`src/rtl/systolic_mac_column_pkg.sv`:
```
// systolic_mac_column_pkg: shared widths, PE modes and chain-width derivation for the MAC column.
package systolic_mac_column_pkg;

    localparam int DEF_ARRAY_N   = 4;
    localparam int DEF_ACT_WIDTH = 16;
    localparam int DEF_WGT_WIDTH = 16;
    localparam int DEF_ACC_WIDTH = 48;

    typedef enum logic {
        MULT = 1'b0,
        FMA  = 1'b1
    } pe_mode_e;

    // Full product width plus enough growth bits to sum n products without overflow.
    function automatic int pe_out_width(input int n, input int act_w, input int wgt_w);
        return act_w + wgt_w + $clog2(n);
    endfunction

endpackage

```
`src/rtl/systolic_mac_column_pe.sv`:
```
// pe: registered signed multiply (MULT) or multiply-add onto the upstream partial sum (FMA).
module pe
    import systolic_mac_column_pkg::*;
#(
    parameter pe_mode_e MODE      = FMA,
    parameter int       ACT_WIDTH = DEF_ACT_WIDTH,
    parameter int       WGT_WIDTH = DEF_WGT_WIDTH,
    parameter int       OUT_WIDTH = pe_out_width(DEF_ARRAY_N, DEF_ACT_WIDTH, DEF_WGT_WIDTH)
) (
    input  logic                        clk,
    input  logic                        reset,
    input  logic signed [ACT_WIDTH-1:0] a,
    input  logic signed [WGT_WIDTH-1:0] b,
    input  logic signed [OUT_WIDTH-1:0] p_in,
    output logic signed [OUT_WIDTH-1:0] p_out
);

    localparam int PW = ACT_WIDTH + WGT_WIDTH;

    logic signed [PW-1:0] prod;

    assign prod = PW'(a) * PW'(b);

    always_ff @(posedge clk or posedge reset)
        if (reset) p_out <= '0;
        else       p_out <= OUT_WIDTH'(prod) + (MODE == FMA ? p_in : '0);

endmodule

```
`src/rtl/systolic_mac_column_register_sync.sv`:
```
// register_sync: one-cycle register with asynchronous reset, used for skew and alignment delays.
module register_sync #(
    parameter int WIDTH = 1
) (
    input  logic             clk,
    input  logic             reset,
    input  logic [WIDTH-1:0] d,
    output logic [WIDTH-1:0] q
);

    always_ff @(posedge clk or posedge reset)
        if (reset) q <= '0;
        else       q <= d;

endmodule

```
`src/rtl/systolic_mac_column_signed_adder.sv`:
```
// signed_adder: enabled registered adder, both operands sign-extended to the output width.
module signed_adder #(
    parameter int A_WIDTH   = 34,
    parameter int B_WIDTH   = 48,
    parameter int OUT_WIDTH = 48
) (
    input  logic                        clk,
    input  logic                        reset,
    input  logic                        en,
    input  logic signed [A_WIDTH-1:0]   a,
    input  logic signed [B_WIDTH-1:0]   b,
    output logic signed [OUT_WIDTH-1:0] sum
);

    always_ff @(posedge clk or posedge reset)
        if (reset)   sum <= '0;
        else if (en) sum <= OUT_WIDTH'(a) + OUT_WIDTH'(b);

endmodule

```
`src/rtl/systolic_mac_column.sv`:
```
// systolic_mac_column: skewed PE chain computing a signed dot product per sample, then an
// accumulator that either adds onto its previous result or onto a per-sample bias.
module systolic_mac_column
    import systolic_mac_column_pkg::*;
#(
    parameter int ARRAY_N   = DEF_ARRAY_N,
    parameter int ACT_WIDTH = DEF_ACT_WIDTH,
    parameter int WGT_WIDTH = DEF_WGT_WIDTH,
    parameter int ACC_WIDTH = DEF_ACC_WIDTH
) (
    input  logic                           clk,
    input  logic                           reset,
    input  logic                           in_valid,
    input  logic [ARRAY_N*ACT_WIDTH-1:0]   act_in,
    input  logic [ARRAY_N*WGT_WIDTH-1:0]   wgt_in,
    input  logic                           acc,
    input  logic [ACC_WIDTH-1:0]           bias_in,
    output logic                           out_valid,
    output logic [ACC_WIDTH-1:0]           out_data
);

    localparam int PE_OUT_WIDTH = pe_out_width(ARRAY_N, ACT_WIDTH, WGT_WIDTH);
    localparam int SW           = ACT_WIDTH + WGT_WIDTH;
    localparam int AW           = ACC_WIDTH + 2;

    logic signed [PE_OUT_WIDTH-1:0] p  [ARRAY_N+1];
    logic        [AW-1:0]           al [ARRAY_N+1];
    logic                           valid_al;
    logic                           acc_al;
    logic        [ACC_WIDTH-1:0]    bias_al;

    assign p[0]  = '0;
    assign al[0] = {in_valid, acc, bias_in};
    assign {valid_al, acc_al, bias_al} = al[ARRAY_N];

    genvar n, k;
    generate
        for (n = 0; n < ARRAY_N; n++) begin : g_lane
            logic [SW-1:0] sk [n+1];
            assign sk[0] = {act_in[n*ACT_WIDTH +: ACT_WIDTH], wgt_in[n*WGT_WIDTH +: WGT_WIDTH]};
            for (k = 0; k < n; k++) begin : g_skew
                register_sync #(.WIDTH(SW)) u_skew (.clk(clk), .reset(reset), .d(sk[k]), .q(sk[k+1]));
            end
            pe #(
                .MODE     (n == 0 ? MULT : FMA),
                .ACT_WIDTH(ACT_WIDTH),
                .WGT_WIDTH(WGT_WIDTH),
                .OUT_WIDTH(PE_OUT_WIDTH)
            ) u_pe (
                .clk  (clk),
                .reset(reset),
                .a    (sk[n][SW-1 -: ACT_WIDTH]),
                .b    (sk[n][WGT_WIDTH-1:0]),
                .p_in (p[n]),
                .p_out(p[n+1])
            );
            // Control travels alongside the chain so it meets its own sample's dot product.
            register_sync #(.WIDTH(AW)) u_align (.clk(clk), .reset(reset), .d(al[n]), .q(al[n+1]));
        end
    endgenerate

    signed_adder #(
        .A_WIDTH  (PE_OUT_WIDTH),
        .B_WIDTH  (ACC_WIDTH),
        .OUT_WIDTH(ACC_WIDTH)
    ) u_acc (
        .clk  (clk),
        .reset(reset),
        .en   (valid_al),
        .a    (p[ARRAY_N]),
        .b    (acc_al ? out_data : bias_al),
        .sum  (out_data)
    );

    register_sync #(.WIDTH(1)) u_vld (.clk(clk), .reset(reset), .d(valid_al), .q(out_valid));

endmodule

```
`config.mk`:
```
export PLATFORM = sky130hd
export DESIGN_NAME = systolic_mac_column
export DESIGN_NICKNAME = d
export VERILOG_FILES = /design/src/rtl/systolic_mac_column_pkg.sv /design/src/rtl/systolic_mac_column_pe.sv /design/src/rtl/systolic_mac_column_register_sync.sv /design/src/rtl/systolic_mac_column_signed_adder.sv /design/src/rtl/systolic_mac_column.sv
export SDC_FILE = /design/constraint.sdc
export NUM_CORES = 2
export LEC_CHECK = 0
export CAP_MARGIN = 20
export CORE_MARGIN = 8
export CORE_UTILIZATION = 40
export CTS_CLUSTER_SIZE = 25
export DETAILED_ROUTE_END_ITERATION = 16
export SLEW_MARGIN = 20
export SYNTH_ARGS = -nofsm -noshare
export SYNTH_HDL_FRONTEND = slang
export SYNTH_HIERARCHICAL = 1
export SYNTH_SLANG_ARGS = --single-unit
```
`constraint.sdc`:
```
create_clock -name clk -period 9.04 [get_ports clk]
set_clock_uncertainty 0.2 [all_clocks]
set_input_delay 2.26 -clock clk [delete_from_list [all_inputs] [get_ports clk]]
set_output_delay 2.26 -clock clk [all_outputs]
set_load 0.01 [all_outputs]
```
; ---- Word level (Yosys, flattened, before mapping)
; Index checks and enable logic that the tools add are counted.
[op_classes]
magnitude_cmp = 0
n_reduce_logical = 0
muxes = 1
multipliers = 4
eq_ne = 0
n_bitwise = 0
div_mod_pow = 0
add_sub_neg = 4
n_shift = 0
[op_table]
columns = cell, count
row1 = multiplier 16 x 16 -> 32 bit, 4
row2 = adder 34 bit, 2
row3 = adder 34 x 48 -> 48 bit, 1
row4 = 2-to-1 mux 48 bit, 1
row5 = adder 32 x 32 -> 33 bit, 1
[word_totals]
mem_bits_ro = 0
mem_bits_rw = 0
output_inout_bits = 49
input_bits = 180
regBits = 575
word_cells = 25
mem_count = 0
latchBits = 0

; ---- Longest topological paths before layout
[logic_depth]
ltp_word = 2
mapped_depth = 34
mapped_depth_nobuf = 33

; ---- Cells and area by module
; Netlist, hierarchy kept.
[modules_own_cells]
columns = module, instances, area_each_um2, cells_per_inst, seq_area_each_um2
row1 = pe (g_lane[1].u_pe), 1, 12340.6, 1355, 850.8
row2 = pe (g_lane[2].u_pe), 1, 12280.5, 1346, 850.8
row3 = pe (g_lane[3].u_pe), 1, 12253.0, 1345, 850.8
row4 = pe (g_lane[0].u_pe), 1, 10810.4, 1159, 800.8
row5 = register_sync (g_lane[0].u_align ...), 4, 1255.0, 51, 1251.2
row6 = register_sync (g_lane[1].g_skew[0].u_skew ...), 6, 804.5, 33, 800.8
row7 = signed_adder, 1, 4478.0, 517, 1201.2
row8 = systolic_mac_column, 1, 663.1, 54, 0.0
row9 = register_sync (u_vld), 1, 28.8, 2, 25.0

; ---- Worst setup path after synthesis
; Ideal clock, no wire load.
[synth_timing]
kind = input to register
startpoint = input act_in[15]
endpoint = register g_lane[0].u_pe.p_out[30]
setup_time_ns = 0.128
t_required_ns = 8.712
t_arrival_ns = 7.814
stages = 21
setup_slack_ns = 0.898
n_path_buf = 2
cell_sequence = clkbuf_1 > nand2_1 > fa_1 > inv_1 > fa_1 > fa_1 > fa_1 > fa_1 > inv_1 > fa_1 > inv_1 > ha_1 > buf_4 > a21oi_1 > o21a_1 > o21ai_0 > a221o_1 > a21oi_2 > o31a_1 > a21oi_1 > xor2_1
[synth_between]
elab_chain_cells = 1
[synth_lines]
columns = item, line
row1 = from (decl), systolic_mac_column.sv:14  ; input logic [ARRAY_N*ACT_WIDTH-1:0] act_in,
row2 = multiplier 16 x 16 -> 32 bit, systolic_mac_column_pe.sv:22  ; assign prod = PW'(a) * PW'(b);
row3 = net g_lane[0].u_pe.prod[30], systolic_mac_column_pe.sv:20  ; logic signed [PW-1:0] prod;
row4 = to (signal assigned), systolic_mac_column_pe.sv:26  ; else p_out <= OUT_WIDTH'(prod) + (MODE == FMA ? p_in : '0);
row5 = to (decl), systolic_mac_column_pe.sv:15  ; output logic signed [OUT_WIDTH-1:0] p_out
; The timed path passes the listed nets, and every way through them passes these cells.
; A chain may end at the register's enable or synchronous reset.

; ---- Worst setup path in the final report
[layout_timing]
startpoint = register g_lane[1].g_skew[0].u_skew.q[24]
endpoint = register g_lane[1].u_pe.p_out[32]
[layout_between]
elab_chain_cells = 2
[layout_lines]
columns = item, line
row1 = from (decl), systolic_mac_column_register_sync.sv:8  ; output logic [WIDTH-1:0] q
row2 = from (signal assigned), systolic_mac_column_register_sync.sv:12  ; if (reset) q <= '0;
row3 = from (signal assigned), systolic_mac_column_register_sync.sv:13  ; else q <= d;
row4 = multiplier 16 x 16 -> 32 bit, systolic_mac_column_pe.sv:22
row5 = adder 32 x 32 -> 33 bit, systolic_mac_column_pe.sv:26
row6 = to (signal assigned), systolic_mac_column_pe.sv:26
row7 = to (decl), systolic_mac_column_pe.sv:15
; Every way passes these cells.

==> results by group <==
Clocking
  – Max clock buf depth: 3
  – Clk slew on worst S/H paths: 0.06 ns
  – Num CTS Buffers: 61
  – Post-CTS Setup Repair Bufs: 0
  – Htree depth: 2
  – Cts repair resizes: 0
  – Sink Count: 575
  – CTS tree: done
  – CTS root buf: clkbuf_16
  – Clock Latency Late Sink: 0.68 ns
  – Hold_buf cts: 0

Setup path
  – WP buf/inv: 3
  – Cell family with most CP delay: adder cells
  – CP Data Arrival Time: 8.99 ns
  – CP max-delay cell: dfrtp_1
  – Crit start category: register
  – Worst-path fanout max: 16
  – Endpoint class of the critical path: register
  – Worst path required time: 9.41 ns
  – Delay of the slowest critical-path stage: 0.77 ns
  – Critical path type: register to register
  – Most frequent CP cell: fa_1

Synth
  – Syn Std Cell Area: 62700 um^2
  – Synth Warn #: 6
  – Avg Inst Size Synth: 10.15 um^2
  – Post-Synthesis Cells: 6179
  – Syn nets: 7885

Drt
  – DRC viols: 0
  – WL/cell: 17.59 um
  – Initial DRT Pass Iterations: 6
  – ANT nets after route: 0
  – Vias post-DR: 41891
  – Final WL: 149.6 mm
  – Post-DR vias/cell: 4.924
  – Starting DRT DRC Count: 2235

Timing
  – Setup violators final: 0
  – Setup WS post-layout: 0.4206 ns
  – Worst slew pin tran: 0.9933 ns
  – Achievable Freq: 116.0 MHz
  – Max-slew headroom: 33.78%
  – Final slew viol count: 0
  – Minimum clock period: 8.619 ns
  – Final Hold Viols: 0
  – Fin crit share: 95.35%

GRT
  – Grt ovf: 0
  – First-pass GRT wire length: 245.5 mm
  – Vias in the first global route: 45714
  – Global-route usage over all layers: 17.95%
  – Largest net degree at the start of global routing: 52
  – Initial antenna violation count: 3

Job
  – # Max-Cap Violations: 0

Status
  – Status: completed

Min path
  – Worst Hold Class: register to register

Final layout
  – Synth-to-layout area growth: 11.41%
  – Share of post-route cells with drive strength above 1: 5.645%
  – Commonest non-fill, non-tap cell in the layout: inv_1
  – Fin nets: 8106
  – Commonest non-fill, non-tap cells in the layout: inv_1 (1263), fa_1 (1051), nand2_1 (621)

Floorplanning
  – Cell row count: 145
  – Core area: 156000 um^2
  – Initial Utilization: 40.18%
  – Die Ht: 411.9 um
  – Die width: 411.9 um
  – IO Count: 229
  – Die ar.: 169700 um^2

Place
  – GP Congestion: 0.8676
  – IO buf count: 228
  – HPWL Detailed: 122.7 mm
  – DP Worst Slack: 0.08718 ns
-- worst paths after layout --
kind,from,endpoint,slack [ns],cells past startpoint
hold / removal,g_lane[0].u_align/q[34]$_DFF_PP0_,g_lane[1].u_align/q[34]$_DFF_PP0_,0.13,0
setup reg to reg,g_lane[1].g_skew[0].u_skew/q[24]$_DFF_PP0_,g_lane[1].u_pe/p_out[32]$_DFF_PP0_,0.42,29
min in group asynchronous,reset,u_vld/q$_DFF_PP0_,1.60,3
setup / recovery,g_lane[1].g_skew[0].u_skew/q[24]$_DFF_PP0_,g_lane[1].u_pe/p_out[32]$_DFF_PP0_,0.42,29
hold reg to reg,g_lane[0].u_align/q[34]$_DFF_PP0_,g_lane[1].u_align/q[34]$_DFF_PP0_,0.13,0
max in group asynchronous,reset,g_lane[3].u_align/q[48]$_DFF_PP0_,5.92,4
-- state kept, by name, indices dropped and copies added, names as in the netlist --
name,cells
g_lane.u_align/q,200
g_lane.u_pe/p_out,134
u_vld/q,1
g_lane.g_skew.u_skew/q,192
u_acc/sum,48
-- metal layers --
layer	vias up	share of wire (%)	global-route usage, %
met5	-	0	0
met4	0	2.0	3.865
met3	169	3.6	1.844
met2	756	51	31.77
met1	21481	44	23.90
li1	19485	-	-
-- cell type report --
cell class	instances	area [um^2]
tap	2058	2575
clock buffer	74	1635
timing repair buffer	328	3028
fill	14819	86170
sequential	575	14410
inverter	1270	4771
multi-input combinational	4164	42850
antenna	1	2.502
clock inverter	37	578.1
-- metrics by stage --
stage                     cells  utilization [%]  hold slack (ns)  instance area (um^2)  setup TNS (ns)
after floorplan            6179                -           0.1312                 62700               0
after global placement     8395            43.33           0.1316                 67600               0
after detailed placement   8395            43.33           0.1347                 67600               0
after CTS                  8506            44.75           0.1394                 69820               0
after global routing       8506            44.77           0.1467                 69850       -0.005963
final                      8507            44.77           0.1299                 69850               0
Power is left out: the tool's default activity adds up to more than one toggle a clock period on the data nets, which glitch-free logic cannot reach.
